[src/rtl/avr_timer_pkg.sv]
// Shared definitions for the AVR 8-bit I/O timer: register offsets, clock-select
// and compare-output encodings, and control/flag bit positions.
package avr_timer_pkg;

  localparam logic [1:0] TCNT_OFS = 2'd0;
  localparam logic [1:0] OCR_OFS  = 2'd1;
  localparam logic [1:0] TCCR_OFS = 2'd2;
  localparam logic [1:0] TIFR_OFS = 2'd3;

  typedef enum logic [2:0] {
    CS_STOP    = 3'd0,
    CS_DIV1    = 3'd1,
    CS_DIV8    = 3'd2,
    CS_DIV64   = 3'd3,
    CS_DIV256  = 3'd4,
    CS_DIV1024 = 3'd5,
    CS_STOP6   = 3'd6,
    CS_STOP7   = 3'd7
  } cs_e;

  typedef enum logic [1:0] {
    COM_OFF    = 2'd0,
    COM_TOGGLE = 2'd1,
    COM_PWM    = 2'd2,
    COM_SET    = 2'd3
  } com_e;

  localparam int TCCR_CTC     = 3;
  localparam int TCCR_OCIE    = 4;
  localparam int TCCR_TOIE    = 5;
  localparam int TCCR_COM_LSB = 6;

  localparam int TIFR_TOV = 0;
  localparam int TIFR_OCF = 1;

endpackage

[src/rtl/avr_timer_prescaler.sv]
// Free-running 10-bit prescaler; emits a one-cycle tick when the low bits for
// the selected divide ratio are all ones.
module avr_timer_prescaler
  import avr_timer_pkg::*;
(
  input  logic       clk,
  input  logic       reset_n,
  input  logic       clear,
  input  logic [2:0] cs,
  output logic       tick
);

  logic [9:0] presc_reg;

  always_ff @(posedge clk or negedge reset_n) begin
    if (!reset_n) begin
      presc_reg <= '0;
    end else if (clear) begin
      presc_reg <= '0;
    end else begin
      presc_reg <= presc_reg + 10'd1;
    end
  end

  always_comb begin
    tick = 1'b0;
    case (cs_e'(cs))
      CS_DIV1:    tick = 1'b1;
      CS_DIV8:    tick = &presc_reg[2:0];
      CS_DIV64:   tick = &presc_reg[5:0];
      CS_DIV256:  tick = &presc_reg[7:0];
      CS_DIV1024: tick = &presc_reg[9:0];
      default:    tick = 1'b0;
    endcase
  end

endmodule

[src/rtl/avr_io_timer8.sv]
// AVR I/O-bus 8-bit timer/counter with output compare, overflow/compare flags
// and a two-source interrupt. Define AVR_TIMER_PWM_EN to add the oc output pin.
module avr_io_timer8
  import avr_timer_pkg::*;
#(
  parameter logic [5:0] BASE_ADDR = 6'h00,
  parameter logic [1:0] VEC_OCF   = 2'd1,
  parameter logic [1:0] VEC_TOV   = 2'd2
) (
  input  logic       clk,
  input  logic       reset_n,
  input  logic [5:0] io_a,
  input  logic       io_re,
  input  logic       io_we,
  input  logic [7:0] io_wdata,
  output logic [7:0] io_rdata,
  output logic       irq,
  output logic [1:0] ivect,
`ifdef AVR_TIMER_PWM_EN
  input  logic       ieack,
  output logic       oc
`else
  input  logic       ieack
`endif
);

`ifdef AVR_TIMER_PWM_EN
  localparam logic [7:0] TCCR_WMASK = 8'hFF;
`else
  localparam logic [7:0] TCCR_WMASK = 8'h3F;
`endif

  logic [6:0] addr_diff;
  logic       hit;
  logic [1:0] reg_sel;
  logic       wr_tcnt, wr_ocr, wr_tccr, wr_tifr;
  logic [7:0] tcnt_reg, tcnt_next;
  logic [7:0] ocr_reg, ocr_next;
  logic [7:0] tccr_reg, tccr_next;
  logic [1:0] tifr_reg, tifr_next;
  logic       tick, count_en, match, ctc;
  logic       ocf_set, tov_set, ocf_int, tov_int;
  logic [1:0] set_vec, w1c_vec, ack_vec;

  // A negative difference sets bit 6, so one test covers both range bounds.
  assign addr_diff = {1'b0, io_a} - {1'b0, BASE_ADDR};
  assign hit       = (addr_diff[6:2] == 5'd0);
  assign reg_sel   = addr_diff[1:0];

  assign wr_tcnt = io_we && hit && (reg_sel == TCNT_OFS);
  assign wr_ocr  = io_we && hit && (reg_sel == OCR_OFS);
  assign wr_tccr = io_we && hit && (reg_sel == TCCR_OFS);
  assign wr_tifr = io_we && hit && (reg_sel == TIFR_OFS);

  avr_timer_prescaler u_prescaler (
    .clk     (clk),
    .reset_n (reset_n),
    .clear   (wr_tccr),
    .cs      (tccr_reg[2:0]),
    .tick    (tick)
  );

  // A CPU write to TCNT overrides the tick entirely, including compare/overflow.
  assign count_en = tick && !wr_tcnt;
  assign match    = (tcnt_reg == ocr_reg);
  assign ctc      = tccr_reg[TCCR_CTC];
  assign ocf_set  = count_en && match;
  assign tov_set  = count_en && (tcnt_reg == 8'hFF) && (!ctc || (ocr_reg == 8'hFF));

  always_comb begin
    tcnt_next = tcnt_reg;
    if (wr_tcnt) begin
      tcnt_next = io_wdata;
    end else if (count_en) begin
      if (match && ctc) begin
        tcnt_next = 8'h00;
      end else begin
        tcnt_next = tcnt_reg + 8'd1;
      end
    end
  end

  assign ocr_next  = wr_ocr  ? io_wdata : ocr_reg;
  assign tccr_next = wr_tccr ? (io_wdata & TCCR_WMASK) : tccr_reg;

  assign ocf_int = tifr_reg[TIFR_OCF] && tccr_reg[TCCR_OCIE];
  assign tov_int = tifr_reg[TIFR_TOV] && tccr_reg[TCCR_TOIE];
  assign irq     = ocf_int || tov_int;
  assign ivect   = ocf_int ? VEC_OCF : (tov_int ? VEC_TOV : 2'd0);

  always_comb begin
    set_vec           = '0;
    ack_vec           = '0;
    set_vec[TIFR_OCF] = ocf_set;
    set_vec[TIFR_TOV] = tov_set;
    ack_vec[TIFR_OCF] = ieack && ocf_int;
    ack_vec[TIFR_TOV] = ieack && !ocf_int && tov_int;
  end
  assign w1c_vec = wr_tifr ? io_wdata[1:0] : 2'b00;

  // Hardware set always beats a software or acknowledge clear in the same cycle.
  for (genvar gi = 0; gi < 2; gi++) begin : g_flag
    assign tifr_next[gi] = set_vec[gi] | (tifr_reg[gi] & ~w1c_vec[gi] & ~ack_vec[gi]);
  end

  always_ff @(posedge clk or negedge reset_n) begin
    if (!reset_n) begin
      tcnt_reg <= '0;
      ocr_reg  <= '0;
      tccr_reg <= '0;
      tifr_reg <= '0;
    end else begin
      tcnt_reg <= tcnt_next;
      ocr_reg  <= ocr_next;
      tccr_reg <= tccr_next;
      tifr_reg <= tifr_next;
    end
  end

  always_comb begin
    io_rdata = 8'h00;
    if (io_re && hit) begin
      case (reg_sel)
        TCNT_OFS: io_rdata = tcnt_reg;
        OCR_OFS:  io_rdata = ocr_reg;
        TCCR_OFS: io_rdata = tccr_reg;
        default:  io_rdata = {6'b0, tifr_reg};
      endcase
    end
  end

`ifdef AVR_TIMER_PWM_EN
  logic oc_reg, oc_next;

  always_comb begin
    oc_next = oc_reg;
    case (com_e'(tccr_reg[TCCR_COM_LSB +: 2]))
      COM_OFF:    oc_next = 1'b0;
      COM_TOGGLE: oc_next = oc_reg ^ ocf_set;
      COM_PWM:    oc_next = (tcnt_reg < ocr_reg);
      default:    oc_next = 1'b1;
    endcase
  end

  always_ff @(posedge clk or negedge reset_n) begin
    if (!reset_n) begin
      oc_reg <= 1'b0;
    end else begin
      oc_reg <= oc_next;
    end
  end

  assign oc = oc_reg;
`endif

endmodule

[config.mk]
export PLATFORM = sky130hd
export DESIGN_NAME = avr_io_timer8
export DESIGN_NICKNAME = d
export VERILOG_FILES = /design/src/rtl/avr_timer_pkg.sv /design/src/rtl/avr_timer_prescaler.sv /design/src/rtl/avr_io_timer8.sv
export SDC_FILE = /design/constraint.sdc
export NUM_CORES = 1
export LEC_CHECK = 0
export CORE_MARGIN = 8
export CORE_UTILIZATION = 50
export CTS_CLUSTER_DIAMETER = 80
export DETAILED_ROUTE_END_ITERATION = 10
export GPL_ROUTABILITY_DRIVEN = 0
export PLACE_DENSITY = 0.82
export SETUP_SLACK_MARGIN = 0.1
export SYNTH_ARGS = -nofsm -noshare
export SYNTH_HDL_FRONTEND = slang
export SYNTH_SLANG_ARGS = --single-unit
export TNS_END_PERCENT = 5
[constraint.sdc]
create_clock -name clk -period 2.15 [get_ports clk]
set_input_delay 0.43 -clock clk [delete_from_list [all_inputs] [get_ports clk]]
set_output_delay 0.43 -clock clk [all_outputs]
set_load 0.1 [all_outputs]
==> results.md <==
| Metric | This run |
| --- | --- |
| Run status | completed |
| Maximum resistive drop on vdd | 0.665 mV |
| R2R Setup Slk | 220 ps |
| Number of cells produced by synthesis | 209 |
| Via count | 1799 |
| First-pass DRT Iterations | 5 |
| Sw Ratio | 34.4% |
| Number of unique standard cell types used by synthesis | 39 |
| Final worst-path setup slack | 98.7 ps |
| RSZ-0062 raised after global routing | true |
| Achievable clock frequency | 488 MHz |
| Setup violation total in the final timing report | 0 |
| Crit path DAT | 1620 ps |
| Main area contributors after synthesis | dfrtp_1 41%, mux2_2 7.6%, xor2_1 4.2% |
| Number of slew-limit violations in the final report | 0 |
| Cell-by-cell listing of the critical path | dlygate4sd2_1, mux4_2, and3_2, buf_12 |
| Dpl ws | -223 ps |
| Diodes inserted | 0 |
| Count of buffer and inverter cells on the critical path | 2 |
| Portion of synthesized cell area occupied by the leading cell type | 40.9% |
| Net count after synthesis | 231 |
| Largest family of logic cells by synthesized area | simple AND/OR/NAND/NOR gates |
| Worst Reg2Reg Path Length in Cells | 7 |
| Leading cell types by count after synthesis | 34 x dfrtp_1, 22 x nor2_1, 20 x nand2_1 |
| Worst slew margin relative to its limit | 68.9% |
| Library cell occupying the most area in the post-synthesis netlist | dfrtp_1 |
| Part of the power in combinational logic | 29.3% |
| Final critical delay including setup and external delays | 2050 ps |
| Fin nets | 279 |
| End of the worst register-to-register path | tcnt_reg[2]$_DFFE_PN0P_ |
| Pwr per Cell Area | 892 nW/um2 |
| Slowest stage cell on the critical path | mux4_2 |
| Number of enable-type register cells in the synthesized netlist | 0 |
| Layout cells sized above 1 | 33.7% |
| Post-synthesis share of cell area spent on full adders, half adders and majority gates | 1.80% |
| Detailed router's first-iteration violation count | 158 |
| Number of primary I/O pins | 30 |
| Proportion of power drawn by the clock network | 28.2% |
| Complex-gate fraction of the synthesized area | 12.0% |
| Number of stages on the worst setup path | 4 |
| Num rows | 23 |
| Proportion of synthesized chip area in sequential cells | 40.9% |
| Fill count | 277 |
| Worst-Margin Slew | 463 ps |
| Number of antenna violations at the first check in global routing | 0 |
| Largest net degree at the start of global routing | 35 |
| Post-synthesis register bit count | 34 |
| Netlist Area Pre-Place | 2080 um2 |
| Sequential share of power | 42.5% |
| Max_cap viols | 0 |
| Critical Path Source Type | input pin |
| Routed wire per std cell | 18.7 um |
| Area overhead of the layout relative to synthesis | 39.2% |
| First-pass GRT wire length | 9320 um |
| Antenna viol nets, final | 0 |
| Worst-case clock buffer depth | 2 |
| Peak fanout along the critical path | 3 |
| Setup TNS | 0 ps |
| End of the critical path | io_rdata[0] |
| Horizontal die dimension | 80.5 um |
| Post-Synth XOR/XNOR Area | 6.31% |
| Leakage power total | 1.26 nW |
| Cell with the most instances after synthesis | dfrtp_1 |
| CP max stage delay | 510 ps |
| Warnings, synthesis | 0 |
| Clock Skew | 3.11 ps |
| CTS Root Buffer Type | clkbuf_8 |
| DR DRC count | 0 |
| Combined area of the multi-input logic cells | 1240 um2 |
| Number of flip-flops under the largest register name | 10 |
| Via count of the first global-routing pass | 1903 |
| Hold Path Depth | 1 |
| Switching power | 0.000889 W |
| Crit path capture type | output port |
| Delay-heaviest family, CP | multiplexers |
| Kind of path behind the tightest hold check | flip-flop to flip-flop |
| Number of vias per cell after detailed routing | 5.84 |
| Final hold violations | 0 |
| Core outline area | 4000 um2 |
| Clock-pin slew of the registers on the worst-case setup and hold paths | 70 ps |
| Synth async-reset ratio | 100% |
| Proportion of synthesized area in mux cells | 12.6% |
| Total power of the final layout | 0.00258 W |
| Flip-flop cell with the highest count after synthesis | dfrtp_1 |
| Initial core utilization | 52.0% |
| Congestion Overflow GR | 0 |
| Classification of the worst setup path | input pin to output port |
| Mean instance size in the synthesized netlist | 9.96 um2 |
| Port buffer count | 29 |
| Total global-route track usage | 18.5% |
| Aggregate routed wire length | 5750 um |
| Worst EP required | 1720 ps |
| Final worst-path cycle share | 95.4% |
| Number of buffers created by CTS | 5 |
| Critical Path Source | io_a[0] |
| Simple-gate portion of the synthesized area | 22.6% |
| Cell-internal power | 0.00169 W |
| Insertion delay of the later-clocked pin in the worst-skew pair | 280 ps |
| # H-tree levels | 2 |
| Area enclosed by the die boundary | 6480 um2 |
| TritonCTS clock tree | yes |
| Core utilization of the finished layout | 72.4% |
| Register area | 853 um2 |
| Num Clock Sinks | 34 |
| Reg-to-reg startpoint | u_prescaler.presc_reg[0]$_DFF_PN0_ |
| Chip height | 80.5 um |
| DP Wirelength | 4060 um |
## per-layer routing
layer | track usage [%] | wire (um)
met1 | 22.5 | 2320
met2 | 31.0 | 2950
met3 | 4.24 | 376
met4 | 6.55 | 106
met5 | 0 | 0
## timing repair
action,4_1_cts,5_1_grt
resized for setup,17,2
pin swaps,2,2
cloned,1,0
buffers inserted,3,2
hold buffers,0,0
endpoints found under the hold margin,0,0
setup endpoints to repair,8,9
## placed cells by master, fill, tap and decap left out, drive strengths merged, types with 2 or more instances in the layout
cell type	count
a31oi	2
nand2	21
nor3	9
xor2	10
nor2b	3
dfrtp	34
xnor2	5
nand4	6
buf	32
and3	5
mux2i	6
mux4	2
inv	4
clkdlybuf4s50	12
nor2	23
ha	3
clkdlybuf4s15	2
clkbuf	6
a32oi	5
dlygate4sd2	3
bufinv	2
nor4	3
o21ai	9
nand3	10
nand4b	2
and2	2
a21oi	14
mux2	14
## power by group through the flow
| stage | Sequential, W | Combinational, W | Clock (W) |
|---|---|---|---|
| 4_1_cts | 0.00109 | 0.000751 | 0.000734 |
| 3_5_place_dp | 0.00109 | 0.000732 | 0 |
| 2_1_floorplan | 0.00101 | 0.000582 | 0 |
| 6_report | 0.00110 | 0.000757 | 0.000728 |
| 5_1_grt | 0.00113 | 0.000833 | 0.000762 |
| 3_3_place_gp | 0.00108 | 0.000697 | 0 |
## cell families (layout without fill, tap and decap cells)
kind of cell | after synthesis | count (layout)
xor gates and xnor gates | 15 | 15
DFF | 34 | 34
buffers and inverters | 13 | 62
AOI/OAI and AO/OA | 35 | 35
muxes | 22 | 22
and+or+nand+nor | 87 | 87
adders and majority gates | 3 | 3
## final cells by class
class                      instances  share of cell area, %
clock buffer                       6                   2.85
clock inverter                     2                   2.07
inverter                           4                  0.518
multi-input combinational        162                   42.7
sequential                        34                   29.5
tap                               50                   2.16
timing repair buffer              50                   20.3
## per-stage QoR
| stage | hold slack [ps] | cell area [um2] | instances |
|---|---|---|---|
| 6_report | 485 | 2900 | 308 |
| 5_1_grt | 513 | 2900 | 308 |
| 4_1_cts | 487 | 2870 | 306 |
| 3_5_place_dp | 479 | 2670 | 294 |
| 3_3_place_gp | 470 | 2670 | 294 |
| 2_1_floorplan | 134 | 2140 | 209 |
## worst min-delay path by stage
stage                                    endpoint                                from
2_1_floorplan              ocr_reg[0]$_DFFE_PN0P_                             reset_n
3_3_place_gp   u_prescaler.presc_reg[0]$_DFF_PN0_  u_prescaler.presc_reg[0]$_DFF_PN0_
3_5_place_dp   u_prescaler.presc_reg[0]$_DFF_PN0_  u_prescaler.presc_reg[0]$_DFF_PN0_
4_1_cts        u_prescaler.presc_reg[0]$_DFF_PN0_  u_prescaler.presc_reg[0]$_DFF_PN0_
5_1_grt        u_prescaler.presc_reg[0]$_DFF_PN0_  u_prescaler.presc_reg[0]$_DFF_PN0_
6_report       u_prescaler.presc_reg[0]$_DFF_PN0_  u_prescaler.presc_reg[0]$_DFF_PN0_
Note: power is estimated with default switching activity, not from simulation.
